### src/rtl/muldiv_pkg.sv
`default_nettype none
// +----------------------------------------------------------------------+
// | Module  : muldiv_pkg                                                 |
// | Brief   : Shared func codes, FSM state type and op classifiers for   |
// |           the HI/LO multiply/divide unit and its decoder.            |
// | Revision: 1.0                                                        |
// +----------------------------------------------------------------------+
package muldiv_pkg;

  localparam logic [5:0] OP_MFHI  = 6'b010000;
  localparam logic [5:0] OP_MTHI  = 6'b010001;
  localparam logic [5:0] OP_MFLO  = 6'b010010;
  localparam logic [5:0] OP_MTLO  = 6'b010011;
  localparam logic [5:0] OP_MULT  = 6'b011000;
  localparam logic [5:0] OP_MULTU = 6'b011001;
  localparam logic [5:0] OP_DIV   = 6'b011010;
  localparam logic [5:0] OP_DIVU  = 6'b011011;

  localparam int unsigned ITERATIONS = 32;

  typedef enum logic [1:0] {
    ST_IDLE = 2'd0,
    ST_MUL  = 2'd1,
    ST_DIV  = 2'd2,
    ST_FIX  = 2'd3
  } state_e;

  // Iterative operations that occupy the unit for 33 cycles.
  function automatic logic is_muldiv_op(input logic [5:0] op);
    return (op == OP_MULT) || (op == OP_MULTU) || (op == OP_DIV) || (op == OP_DIVU);
  endfunction

  // Any of the eight codes this unit responds to.
  function automatic logic is_unit_op(input logic [5:0] op);
    return is_muldiv_op(op) || (op == OP_MFHI) || (op == OP_MTHI) ||
           (op == OP_MFLO) || (op == OP_MTLO);
  endfunction

  function automatic logic is_signed_op(input logic [5:0] op);
    return (op == OP_MULT) || (op == OP_DIV);
  endfunction

endpackage
`default_nettype wire

### src/rtl/muldiv_if.sv
`default_nettype none
// +----------------------------------------------------------------------+
// | Module  : muldiv_if                                                  |
// | Brief   : Command / result bundle between execute stage and the      |
// |           multiply/divide unit.                                      |
// | Revision: 1.0                                                        |
// +----------------------------------------------------------------------+
interface muldiv_if;
  logic        start;
  logic [5:0]  op;
  logic [31:0] rs_val;
  logic [31:0] rt_val;
  logic        stall;
  logic        busy;
  logic [31:0] rd_val;
  logic        rd_valid;
  logic [31:0] hi;
  logic [31:0] lo;
  logic        div_by_zero;

  modport master (
    output start, op, rs_val, rt_val,
    input  stall, busy, rd_val, rd_valid, hi, lo, div_by_zero
  );

  modport slave (
    input  start, op, rs_val, rt_val,
    output stall, busy, rd_val, rd_valid, hi, lo, div_by_zero
  );
endinterface
`default_nettype wire

### src/rtl/muldiv_step.sv
`default_nettype none
// +----------------------------------------------------------------------+
// | Module  : muldiv_step                                                |
// | Brief   : One unsigned iteration: shift-add multiply or restoring    |
// |           shift-subtract divide on a 64-bit {upper,lower} acc.       |
// | Revision: 1.0                                                        |
// +----------------------------------------------------------------------+
module muldiv_step (
  input  logic        div_i,   // 1: divide step, 0: multiply step
  input  logic [63:0] acc_i,   // mul: {partial, multiplier}; div: {rem, dividend/quotient}
  input  logic [31:0] opnd_i,  // multiplicand or divisor magnitude
  output logic [63:0] acc_o
);
  logic [32:0] w_sum;
  logic [33:0] w_diff;
  logic        w_unused_diff;

  // Multiply adds the multiplicand when the lsb is set, then shifts the
  // 65-bit {carry,acc} right; divide shifts the remainder left and keeps
  // the subtraction whenever it does not borrow.
  always_comb begin
    w_sum  = {1'b0, acc_i[63:32]} + (acc_i[0] ? {1'b0, opnd_i} : 33'd0);
    w_diff = {1'b0, acc_i[63:31]} - {2'b00, opnd_i};
    acc_o  = {w_sum, acc_i[31:1]};
    if (div_i) begin
      if (!w_diff[33]) begin
        acc_o = {w_diff[31:0], acc_i[30:0], 1'b1};
      end else begin
        acc_o = {acc_i[62:0], 1'b0};
      end
    end
  end

  // The remainder never reaches the divisor, so bit 32 of a kept
  // difference is always zero.
  assign w_unused_diff = w_diff[32];

endmodule
`default_nettype wire

### src/rtl/muldiv_ctrl.sv
`default_nettype none
// +----------------------------------------------------------------------+
// | Module  : muldiv_ctrl                                                |
// | Brief   : HI/LO multiply/divide unit: 32-iteration sequencer, sign   |
// |           fix-up, MFHI/MFLO/MTHI/MTLO access and pipeline stall.     |
// | Revision: 1.0                                                        |
// +----------------------------------------------------------------------+
module muldiv_ctrl
  import muldiv_pkg::*;
(
  input  logic      clock,
  input  logic      reset_n,
  muldiv_if.slave   bus
);
  state_e      state_q, state_d;
  logic [4:0]  cnt_q, cnt_d;
  logic [63:0] acc_q, acc_d;
  logic [31:0] opnd_q, opnd_d;
  logic        neg_q, neg_d;       // result (product / quotient) negative
  logic        rneg_q, rneg_d;     // remainder takes dividend's sign
  logic        is_div_q, is_div_d;
  logic        dbz_q, dbz_d;
  logic [31:0] hi_q, hi_d;
  logic [31:0] lo_q, lo_d;

  logic        w_busy;
  logic        w_sa, w_sb;
  logic [31:0] w_a_mag, w_b_mag;
  logic        w_op_div;
  logic [63:0] w_step_acc;
  logic [63:0] w_prod_neg;
  logic [31:0] w_quot, w_rem;

  assign w_busy   = (state_q != ST_IDLE);
  assign w_sa     = is_signed_op(bus.op) & bus.rs_val[31];
  assign w_sb     = is_signed_op(bus.op) & bus.rt_val[31];
  assign w_a_mag  = w_sa ? (~bus.rs_val + 32'd1) : bus.rs_val;
  assign w_b_mag  = w_sb ? (~bus.rt_val + 32'd1) : bus.rt_val;
  assign w_op_div = (bus.op == OP_DIV) || (bus.op == OP_DIVU);

  assign w_prod_neg = ~acc_q + 64'd1;
  assign w_quot     = neg_q  ? (~acc_q[31:0]  + 32'd1) : acc_q[31:0];
  assign w_rem      = rneg_q ? (~acc_q[63:32] + 32'd1) : acc_q[63:32];

  muldiv_step u_step (
    .div_i  (state_q == ST_DIV),
    .acc_i  (acc_q),
    .opnd_i (opnd_q),
    .acc_o  (w_step_acc)
  );

  // Next-state logic: accept commands in IDLE, iterate, then fix signs.
  always_comb begin
    state_d  = state_q;
    cnt_d    = cnt_q;
    acc_d    = acc_q;
    opnd_d   = opnd_q;
    neg_d    = neg_q;
    rneg_d   = rneg_q;
    is_div_d = is_div_q;
    dbz_d    = dbz_q;
    hi_d     = hi_q;
    lo_d     = lo_q;
    case (state_q)
      ST_IDLE: begin
        if (bus.start && is_muldiv_op(bus.op)) begin
          cnt_d    = 5'd0;
          neg_d    = w_sa ^ w_sb;
          rneg_d   = w_sa;
          is_div_d = w_op_div;
          dbz_d    = w_op_div && (bus.rt_val == 32'd0);
          if (w_op_div) begin
            state_d = ST_DIV;
            acc_d   = {32'd0, w_a_mag};
            opnd_d  = w_b_mag;
          end else begin
            state_d = ST_MUL;
            acc_d   = {32'd0, w_b_mag};
            opnd_d  = w_a_mag;
          end
        end else if (bus.start && (bus.op == OP_MTHI)) begin
          hi_d = bus.rs_val;
        end else if (bus.start && (bus.op == OP_MTLO)) begin
          lo_d = bus.rs_val;
        end
      end
      ST_MUL, ST_DIV: begin
        acc_d = w_step_acc;
        cnt_d = cnt_q + 5'd1;
        if (cnt_q == 5'(ITERATIONS - 1)) begin
          state_d = ST_FIX;
        end
      end
      ST_FIX: begin
        state_d = ST_IDLE;
        if (is_div_q) begin
          lo_d = dbz_q ? 32'hFFFF_FFFF : w_quot;
          hi_d = w_rem;
        end else begin
          {hi_d, lo_d} = neg_q ? w_prod_neg : acc_q;
        end
      end
      default: state_d = ST_IDLE;
    endcase
  end

  // State and architectural register update; reset aborts any operation.
  always_ff @(posedge clock or negedge reset_n) begin
    if (!reset_n) begin
      state_q  <= ST_IDLE;
      cnt_q    <= 5'd0;
      acc_q    <= 64'd0;
      opnd_q   <= 32'd0;
      neg_q    <= 1'b0;
      rneg_q   <= 1'b0;
      is_div_q <= 1'b0;
      dbz_q    <= 1'b0;
      hi_q     <= 32'd0;
      lo_q     <= 32'd0;
    end else begin
      state_q  <= state_d;
      cnt_q    <= cnt_d;
      acc_q    <= acc_d;
      opnd_q   <= opnd_d;
      neg_q    <= neg_d;
      rneg_q   <= rneg_d;
      is_div_q <= is_div_d;
      dbz_q    <= dbz_d;
      hi_q     <= hi_d;
      lo_q     <= lo_d;
    end
  end

  // Combinational outputs; reset_n gating keeps read/stall quiet in reset.
  always_comb begin
    bus.busy        = w_busy;
    bus.hi          = hi_q;
    bus.lo          = lo_q;
    bus.div_by_zero = (state_q == ST_FIX) && dbz_q;
    bus.stall       = reset_n && bus.start && w_busy && is_unit_op(bus.op);
    bus.rd_valid    = reset_n && bus.start && !w_busy &&
                      ((bus.op == OP_MFHI) || (bus.op == OP_MFLO));
    bus.rd_val      = 32'd0;
    if (bus.rd_valid) begin
      bus.rd_val = (bus.op == OP_MFHI) ? hi_q : lo_q;
    end
  end

endmodule
`default_nettype wire

### src/flat_wrapper.sv
// flat-port wrapper written by rule: the top's interface ports become plain ports
module muldiv_ctrl_flat import muldiv_pkg::*;
  (clock, reset_n, bus_start, bus_op, bus_rs_val, bus_rt_val, bus_stall, bus_busy, bus_rd_val, bus_rd_valid, bus_hi, bus_lo, bus_div_by_zero);
  muldiv_if bus_i ();
  input  logic clock;
  input  logic reset_n;
  input wire logic [$bits(bus_i.start)-1:0] bus_start;
  input wire logic [$bits(bus_i.op)-1:0] bus_op;
  input wire logic [$bits(bus_i.rs_val)-1:0] bus_rs_val;
  input wire logic [$bits(bus_i.rt_val)-1:0] bus_rt_val;
  output wire logic [$bits(bus_i.stall)-1:0] bus_stall;
  output wire logic [$bits(bus_i.busy)-1:0] bus_busy;
  output wire logic [$bits(bus_i.rd_val)-1:0] bus_rd_val;
  output wire logic [$bits(bus_i.rd_valid)-1:0] bus_rd_valid;
  output wire logic [$bits(bus_i.hi)-1:0] bus_hi;
  output wire logic [$bits(bus_i.lo)-1:0] bus_lo;
  output wire logic [$bits(bus_i.div_by_zero)-1:0] bus_div_by_zero;
  assign bus_i.start = bus_start;
  assign bus_i.op = bus_op;
  assign bus_i.rs_val = bus_rs_val;
  assign bus_i.rt_val = bus_rt_val;
  assign bus_stall = bus_i.stall;
  assign bus_busy = bus_i.busy;
  assign bus_rd_val = bus_i.rd_val;
  assign bus_rd_valid = bus_i.rd_valid;
  assign bus_hi = bus_i.hi;
  assign bus_lo = bus_i.lo;
  assign bus_div_by_zero = bus_i.div_by_zero;
  muldiv_ctrl u_core (.clock(clock), .reset_n(reset_n), .bus(bus_i));
endmodule
### config.mk
export PLATFORM = sky130hd
export DESIGN_NAME = muldiv_ctrl_flat
export DESIGN_NICKNAME = d
export VERILOG_FILES = /design/src/rtl/muldiv_pkg.sv /design/src/rtl/muldiv_if.sv /design/src/rtl/muldiv_step.sv /design/src/rtl/muldiv_ctrl.sv /design/src/flat_wrapper.sv
export SDC_FILE = /design/constraint.sdc
export NUM_CORES = 1
export LEC_CHECK = 0
export BUFFER_PORTS_ARGS = -buffer_cell sky130_fd_sc_hd__buf_2
export CAP_MARGIN = 20
export CORE_MARGIN = 1.5
export CORE_UTILIZATION = 54
export CTS_BUF_LIST = sky130_fd_sc_hd__clkbuf_2 sky130_fd_sc_hd__clkbuf_4 sky130_fd_sc_hd__clkbuf_8
export CTS_CLUSTER_DIAMETER = 40
export DETAILED_ROUTE_END_ITERATION = 16
export GPL_TIMING_DRIVEN = 0
export PLACE_DENSITY = 0.74
export SLEW_MARGIN = 10
export SYNTH_ARGS = -nofsm -noshare
export SYNTH_HDL_FRONTEND = slang
export SYNTH_HIERARCHICAL = 1
export SYNTH_SLANG_ARGS = --single-unit
### constraint.sdc
create_clock -name clock -period 5.95 [get_ports clock]
set_input_delay 1.19 -clock clock [delete_from_list [all_inputs] [get_ports clock]]
set_output_delay 1.19 -clock clock [all_outputs]
set_load 0.01 [all_outputs]
# After elaboration in Yosys (flattened, before gate mapping)
# Index checks and enable logic that the tools add are counted.
# totals
ff_bits,171
inputBits,73
out_inout_bits,100
# classes
addsub,8
n_eq_ne,18
muxes,30
n_bitwise,8
n_reduce_logical,32
# op_table
op,n
32-bit 2-to-1 mux,17
64-bit 2-to-1 mux,4
32-bit by 1-bit adder with 32-bit output (second input constant),4
32-bit inverter,4
32-bit case mux with 2 select lines,2
64-bit case mux with 2 select lines,1
64-bit by 1-bit adder with 64-bit output (second input constant),1
64-bit inverter,1
6-bit by 5-bit equality test with 1-bit output (second input constant),8
33-bit by 32-bit subtractor with 34-bit output,1
32-bit by 33-bit adder with 33-bit output,1
32-bit zero test,1
1-bit logical AND,10
1-bit logical OR,10
5-bit case mux with 2 select lines,1
2-bit by 1-bit inequality test with 1-bit output (second input constant),4
2-bit 2-to-1 mux,3
2-bit case mux with 3 select lines,1
2-bit AND reduction,3
2-bit nonzero test,3
5-bit by 1-bit adder with 5-bit output (second input constant),1
5-bit equality test (second input constant),1
5-bit 2-to-1 mux,1
2-bit equality test (second input constant),2
9 further kinds,11

# Longest topological paths before layout
# Gate-level depths: netlist (run 1).
# depth
word_depth,9
mapped_depth,16

# By module
# Netlist (run 1), hierarchy kept.
# by_module_without_submodules
module,n_inst,cells_per_inst,area_per_inst_um2
muldiv_ctrl,1,1389,11303.3
muldiv_step,1,701,4775.8

# Least setup slack after synthesis (run 1)
# OpenSTA, ideal clock, no wires.
# synth_path
path_kind,input-to-output
from,input bus_op[2]
to,output bus_rd_val[10]
arrival_ps,2506
slack_ps,2254
cell_stages,5
cell_sequence,or2_2 nor4_1 clkbuf_1 nand2_1 a21oi_1
# synth_via
elab_chain_cells,4
# synth_rtl
item,line,source
start: declaration,flat_wrapper.sv:8,input wire logic [$bits(bus_i.op)-1:0] bus_op;
"6-bit by 5-bit equality test with 1-bit output, on equally long branches","muldiv_ctrl.sv:142, muldiv_ctrl.sv:145",
1-bit logical OR,muldiv_ctrl.sv:142,((bus.op == OP_MFHI) || (bus.op == OP_MFLO));
1-bit logical AND,muldiv_ctrl.sv:141,bus.rd_valid = reset_n && bus.start && !w_busy &&
32-bit 2-to-1 mux *,muldiv_ctrl.sv:144,if (bus.rd_valid) begin
end: declaration,flat_wrapper.sv:13,output wire logic [$bits(bus_i.rd_val)-1:0] bus_rd_val;
# Every way passes the cells marked *; elsewhere a longest branch is shown, timed or not.

# Final worst setup path (run 1)
# layout_path
from,register u_core.acc_q[0]
to,register u_core.acc_q[63]
# layout_via
elab_chain_cells,4
# layout_rtl
item,line,source
start: declaration,muldiv_ctrl.sv:17,"logic [63:0] acc_q, acc_d;"
start signal: assignment,muldiv_ctrl.sv:112,acc_q <= 64'd0;
start signal: assignment,muldiv_ctrl.sv:123,acc_q <= acc_d;
32-bit 2-to-1 mux,muldiv_step.sv:22,"w_sum = {1'b0, acc_i[63:32]} + (acc_i[0] ? {1'b0, opnd_i} : 33'd0);"
32-bit by 33-bit adder with 33-bit output,muldiv_step.sv:22,
64-bit 2-to-1 mux,muldiv_step.sv:25,if (div_i) begin
named net u_core.w_step_acc[63],muldiv_ctrl.sv:30,logic [63:0] w_step_acc;
64-bit case mux with 2 select lines,muldiv_ctrl.sv:64,case (state_q)
# The timed path passes the listed nets, and every way through them passes these cells.
# A chain may end at the register's enable or synchronous reset.

==> impl_metrics.json, run 1 <==
{
  "synth.avg_cell_area_sq_um": 7.69,
  "wl_mm": 67.5,
  "io_pins": 173,
  "dp.final_hpwl_mm": 53.7,
  "ir_drop_mv": 0.241,
  "clock_skew_ns": 0.0202,
  "final_core_util_pct": 61.6,
  "place_worst_setup_slack_ns": 1.17,
  "status": "finished clean",
  "async_flop_share_pct": 100,
  "cts.sinks": 171,
  "powerDensity_mw_per_mm2": 649,
  "whs_path_depth": 2,
  "wl_per_cell_um": 25.2,
  "max_freq_mhz": 199,
  "grt_pass1_vias": 16500,
  "slew_violations": 0,
  "ys.flop_type": "dfrtp_1",
  "yosys_warnings": 6,
  "ctsHtreeMaxLevel": 4,
  "die_x_um": 176,
  "vias": 18200,
  "clkLatencyLatePin_ns": 0.51,
  "gp_congestion": 1.03,
  "fin_crit_ns": 5.03,
  "critPathRequiredTime_ns": 6.35,
  "power_leakage_uw": 0.00781,
  "coreArea_sq_mm": 0.0290,
  "layout_common_cells": "nand2_1 (269), a21oi_1 (183), buf_2 (176)",
  "root_buffer": "clkbuf_8",
  "final_cells": 2680,
  "antenna_found_initial": 0,
  "start_util_pct": 55.4,
  "syn_to_final_growth_pct": 11.1,
  "maxCapViolations": 0,
  "dieArea_sq_mm": 0.0308,
  "cp-end-kind": "register",
  "cts_tree": "built",
  "power.total_uw": 11600,
  "tightest_slew_ns": 1.13,
  "tns_ns": 0,
  "rsz0062_at_grt": "no",
  "min_path_type": "reg2reg",
  "grt_overflow": 0,
  "cp_max_fo": 10,
  "ys_ff_latch": 171,
  "ant_nets": 0,
  "reg2reg_setup_slack_ns": 0.92,
  "crit_path_start_kind": "register",
  "synth-edff-count": 0,
  "fin_crit_sh_pct": 84.5,
  "nets": 2430,
  "grt.total_usage_pct": 43.3,
  "dr.pass1.iters": 7,
  "synth_cell_type_count": 90,
  "io_buffers": 170,
  "die_height_um": 176,
  "finalSetupViolCount": 0,
  "viasPerCell": 6.81,
  "grt_start_max_net_pins": 110,
  "ctsLongestPathBuffers": 2,
  "grt_pass1_wl_mm": 100,
  "worst-r2r-cell-count": 14,
  "drt_iter0_drc": 2905,
  "num_rows": 62,
  "yosysSeqAreaShare_pct": 26.6,
  "dp.cells": 2646,
  "fill_cells": 2755,
  "hold_buffers": 0,
  "clk_pin_slew_ns": 0.11,
  "slew-limit-headroom_pct": 24.3,
  "syn_inst": 2090,
  "cts_buffers": 17,
  "drive_gt1_share_pct": 12.9,
  "synth_nets": 2239,
  "route.detailed.drc": 0,
  "cts_setup_buffers": 0,
  "layout_commonest_cell": "nand2_1",
  "syn_area_sq_mm": 0.0161,
  "hold_violations": 0,
  "worst-setup-path-type": "reg2reg",
  "ctsResizeCount": 0,
  "setup_ws_ns": 0.919,
  "cp.arrival_ns": 5.43
}
## registers in the layout, indices dropped and copies added (netlist names)
name,flops
u_core/acc_q,64
u_core/bus.hi,32
u_core/bus.lo,32
u_core/opnd_q,32
u_core/cnt_q,5
u_core/state_q,2
u_core/dbz_q,1
u_core/is_div_q,1
u_core/neg_q,1
u_core/rneg_q,1
## Yosys cell counts, types with 13 or more instances
cell,count,area share [%]
nand2_1,269,6.3
a21oi_1,183,5.7
o21ai_0,173,5.4
dfrtp_1,171,27
nor2_1,145,3.4
clkbuf_1,102,2.4
xnor2_1,98,5.3
inv_1,75,1.8
ha_1,74,5.8
xor2_1,64,3.5
nand3_1,49,1.5
nor3_1,45,1.4
o22ai_1,39,1.5
and2_1,37,1.4
mux2_2,37,2.6
a21o_1,36,1.7
a22o_1,34,1.9
and3_1,30,1.2
nor4_1,30,1.2
o31ai_1,29,1.4
or3_1,29,1.1
a31oi_1,28,1.1
o211ai_1,27,1.3
o221ai_1,22,1.2
or4_1,19,0.89
mux2i_1,16,1.0
a211oi_1,15,0.70
nand4_1,14,0.54
o21a_1,14,0.65
nand2b_1,13,0.51
## critical path, stage by stage (launching register included)
cell and delay (ns):
dfrtp_1 0.66, clkbuf_1 0.42, and2_1 0.26, ha_1 0.23
fa_1 0.46, a211oi_1 0.34, o21ai_0 0.16, o211ai_1 0.13
nand2_1 0.17, a31oi_1 0.93, o21ai_0 0.28, nand4_1 0.20
a211o_1 0.14, o21ai_0 0.25, a22o_1 0.28
## report_power, final
part	leakage [uW]	switching, uW	internal [uW]	total [uW]
registers	0.00211	963	1700	2660
clock network	0.000201	502	363	866
logic	0.00550	5080	2990	8070
total	0.00781	6550	5050	11600
## path summary, 6_finish.rpt
kind,startpoint,to
max in group asynchronous,reset_n,u_core/acc_q[10]
min reg2reg,u_core/bus.lo[4],u_core/bus.lo[4]
min,u_core/bus.lo[4],u_core/bus.lo[4]
max,u_core/acc_q[0],u_core/acc_q[63]
min in group asynchronous,reset_n,u_core/acc_q[60]
max reg2reg,u_core/acc_q[0],u_core/acc_q[63]
## cell type report
class	instances	area, sq um	share of cell area (%)
multi-input combinational	1724	11000	61.7
sequential	171	4280	24.0
timing repair buffer	172	898	5.03
buffer	120	497	2.78
tap	384	480	2.69
inverter	75	282	1.58
clock buffer	19	262	1.46
clock inverter	13	134	0.749
antenna	2	5.00	0.0280
## metal layers
metal,track usage (%),part of all wire (%),vias to the layer above
met3,11.2,14,197
met1,60.5,41,8636
met2,61.7,40,1350
li1,-,-,8061
met4,20.9,5.2,0
met5,0,0,-
## through the flow
| step | hold slack [ns] | instance area [sq um] |
|---|---|---|
| 3_3_place_gp | 0.486 | 17400 |
| 2_1_floorplan | 0.453 | 16100 |
| 3_5_place_dp | 0.497 | 17500 |
| 5_1_grt | 0.543 | 17900 |
| 4_1_cts | 0.519 | 17900 |
| 6_report | 0.518 | 17900 |
## cell families (layout without fill, tap and decap cells)
logic type	Yosys count	count (layout)	synth area share, %
xor+xnor	162	162	8.82
compound gates	700	700	27.9
other cells	0	2	0
mux	53	53	3.59
simple gates	733	733	22.2
fa+ha+maj	76	76	6.01
flops	171	171	26.6
buf+inv	195	399	4.84
(Power assumes the default switching activity.)
==> inputs of run 2 (changes only) <==
--- a/config.mk
+++ b/config.mk
@@ -13,7 +13,7 @@
 export CTS_CLUSTER_DIAMETER = 40
 export DETAILED_ROUTE_END_ITERATION = 16
 export GPL_TIMING_DRIVEN = 0
-export PLACE_DENSITY = 0.74
+export PLACE_DENSITY = 0.77
 export SLEW_MARGIN = 10
 export SYNTH_ARGS = -nofsm -noshare
 export SYNTH_HDL_FRONTEND = slang
==> constraint.sdc (replaced) <==
create_clock -name clock -period 4.55 [get_ports clock]
set_input_delay 0.91 -clock clock [delete_from_list [all_inputs] [get_ports clock]]
set_output_delay 0.91 -clock clock [all_outputs]
set_load 0.01 [all_outputs]
==> impl_metrics.json, run 2 (synthesis gave the netlist of run 1 again) <==
{
  "ctsResizeCount": 0,
  "wl_mm": 66.3,
  "powerDensity_mw_per_mm2": 843,
  "cp_max_fo": 10,
  "layout_commonest_cell": "nand2_1",
  "coreArea_sq_mm": 0.0290,
  "grt.total_usage_pct": 42.7,
  "crit_slowest_cell": "dfrtp_1",
  "grt_pass1_vias": 16500,
  "dp.final_hpwl_mm": 52.9,
  "layout_common_cells": "nand2_1 (269), a21oi_1 (183), buf_2 (176)",
  "crit_start": "u_core/acc_q[0]",
  "fin_crit_ns": 4.41,
  "syn_to_final_growth_pct": 11.0,
  "die_height_um": 176,
  "crit_buf_inv": 1,
  "vias": 18200,
  "route.detailed.drc": 0,
  "final_cells": 2679,
  "io_pins": 173,
  "clk_pin_slew_ns": 0.11,
  "final_core_util_pct": 61.5,
  "wl_per_cell_um": 24.8,
  "max_freq_mhz": 227,
  "gp_congestion": 1.04,
  "crit_family": "compound AO/OA/AOI/OAI gates",
  "setup_ws_ns": 0.143,
  "status": "finished clean",
  "whs_ns": 0.365,
  "clkLatencyLatePin_ns": 0.49,
  "slew_violations": 0,
  "ctsHtreeMaxLevel": 4,
  "die_x_um": 176,
  "grt_start_max_net_pins": 102,
  "fin_crit_sh_pct": 96.9,
  "critPathMaxStageDelay_ns": 0.63,
  "regMostFlops": "u_core/acc_q",
  "io_buffers": 170,
  "grt_overflow": 0,
  "cp.arrival_ns": 4.80,
  "hold_buffers": 0,
  "cts.sinks": 171,
  "worst-setup-path-type": "reg2reg",
  "crit_top_cell": "o21ai_0",
  "num_antenna_cells": 0,
  "critPathRequiredTime_ns": 4.94,
  "clock_skew_ns": 0.0216,
  "drt_iter0_drc": 2578,
  "cts_buffers": 17,
  "dp.cells": 2647,
  "place_worst_setup_slack_ns": 0.108,
  "dr.pass1.iters": 8,
  "grt_pass1_wl_mm": 99.7,
  "maxCapViolations": 0,
  "hold_violations": 0,
  "power_leakage_uw": 0.00779,
  "slew-limit-headroom_pct": 27.1,
  "ir_drop_mv": 0.509,
  "cts_setup_buffers": 0,
  "tightest_slew_ns": 1.08,
  "dieArea_sq_mm": 0.0308,
  "rsz0062_at_grt": "no",
  "ant_nets": 0,
  "viasPerCell": 6.80,
  "root_buffer": "clkbuf_8",
  "drive_gt1_share_pct": 13.0,
  "ctsLongestPathBuffers": 2,
  "cts_tree": "built",
  "antenna_found_initial": 0,
  "cp-end-kind": "register",
  "largest_reg_flops": 64,
  "finalSetupViolCount": 0,
  "path_cells": "clkbuf_1 -> and2_1 -> ha_1 -> fa_1 -> a211oi_1 -> o21ai_0 -> o211ai_1 -> nand2_1 -> a31oi_2 -> o21ai_0 -> nand4_1 -> a211o_1 -> o21ai_0 -> a22o_1",
  "crit_path_start_kind": "register",
  "start_util_pct": 55.4,
  "r2r_start": "u_core/acc_q[0]",
  "min_path_type": "in2async",
  "nets": 2431,
  "num_rows": 62
}
run 2: metal layers:
metal	GRT usage, %	part of all wire, %
met1	60.7	41
met2	62.0	41
met3	9.16	13
met4	18.9	4.8
met5	0	0
run 2: stage by stage:
stage / power, uW / TNS (ns) / instance area [sq um]
after floorplan: 10100 / 0 / 16100
after global placement: 13300 / -123.13 / 17400
after detailed placement: 13500 / 0 / 17500
after CTS: 14600 / 0 / 17800
after global routing: 15900 / 0 / 17800
final: 15100 / 0 / 17800
run 2: final timing paths:
path	endpoint	slack, ns	depth (start not counted)
min in group clock	u_core/bus.lo[14]	0.51	2
hold / removal	u_core/acc_q[60]	0.36	1
hold reg to reg	u_core/bus.lo[14]	0.51	2
setup reg to reg	u_core/acc_q[63]	0.14	14
max in group asynchronous	u_core/state_q[0]	3.23	2
setup / recovery	u_core/acc_q[63]	0.14	14
run 2: where the power goes:
part / total (uW) / switching (uW) / internal (uW)
combinational: 10500 / 6600 / 3910
clock: 1060 / 640 / 420
sequential: 3480 / 1260 / 2220
total: 15100 / 8500 / 6550
run 2: cell type report:
cell class | count | area, sq um
fill | 2748 | 11200
multi-input combinational | 1724 | 11000
sequential | 171 | 4280
timing repair buffer | 173 | 906
buffer | 120 | 497
tap | 384 | 480
inverter | 75 | 282
clock buffer | 20 | 263
clock inverter | 12 | 108
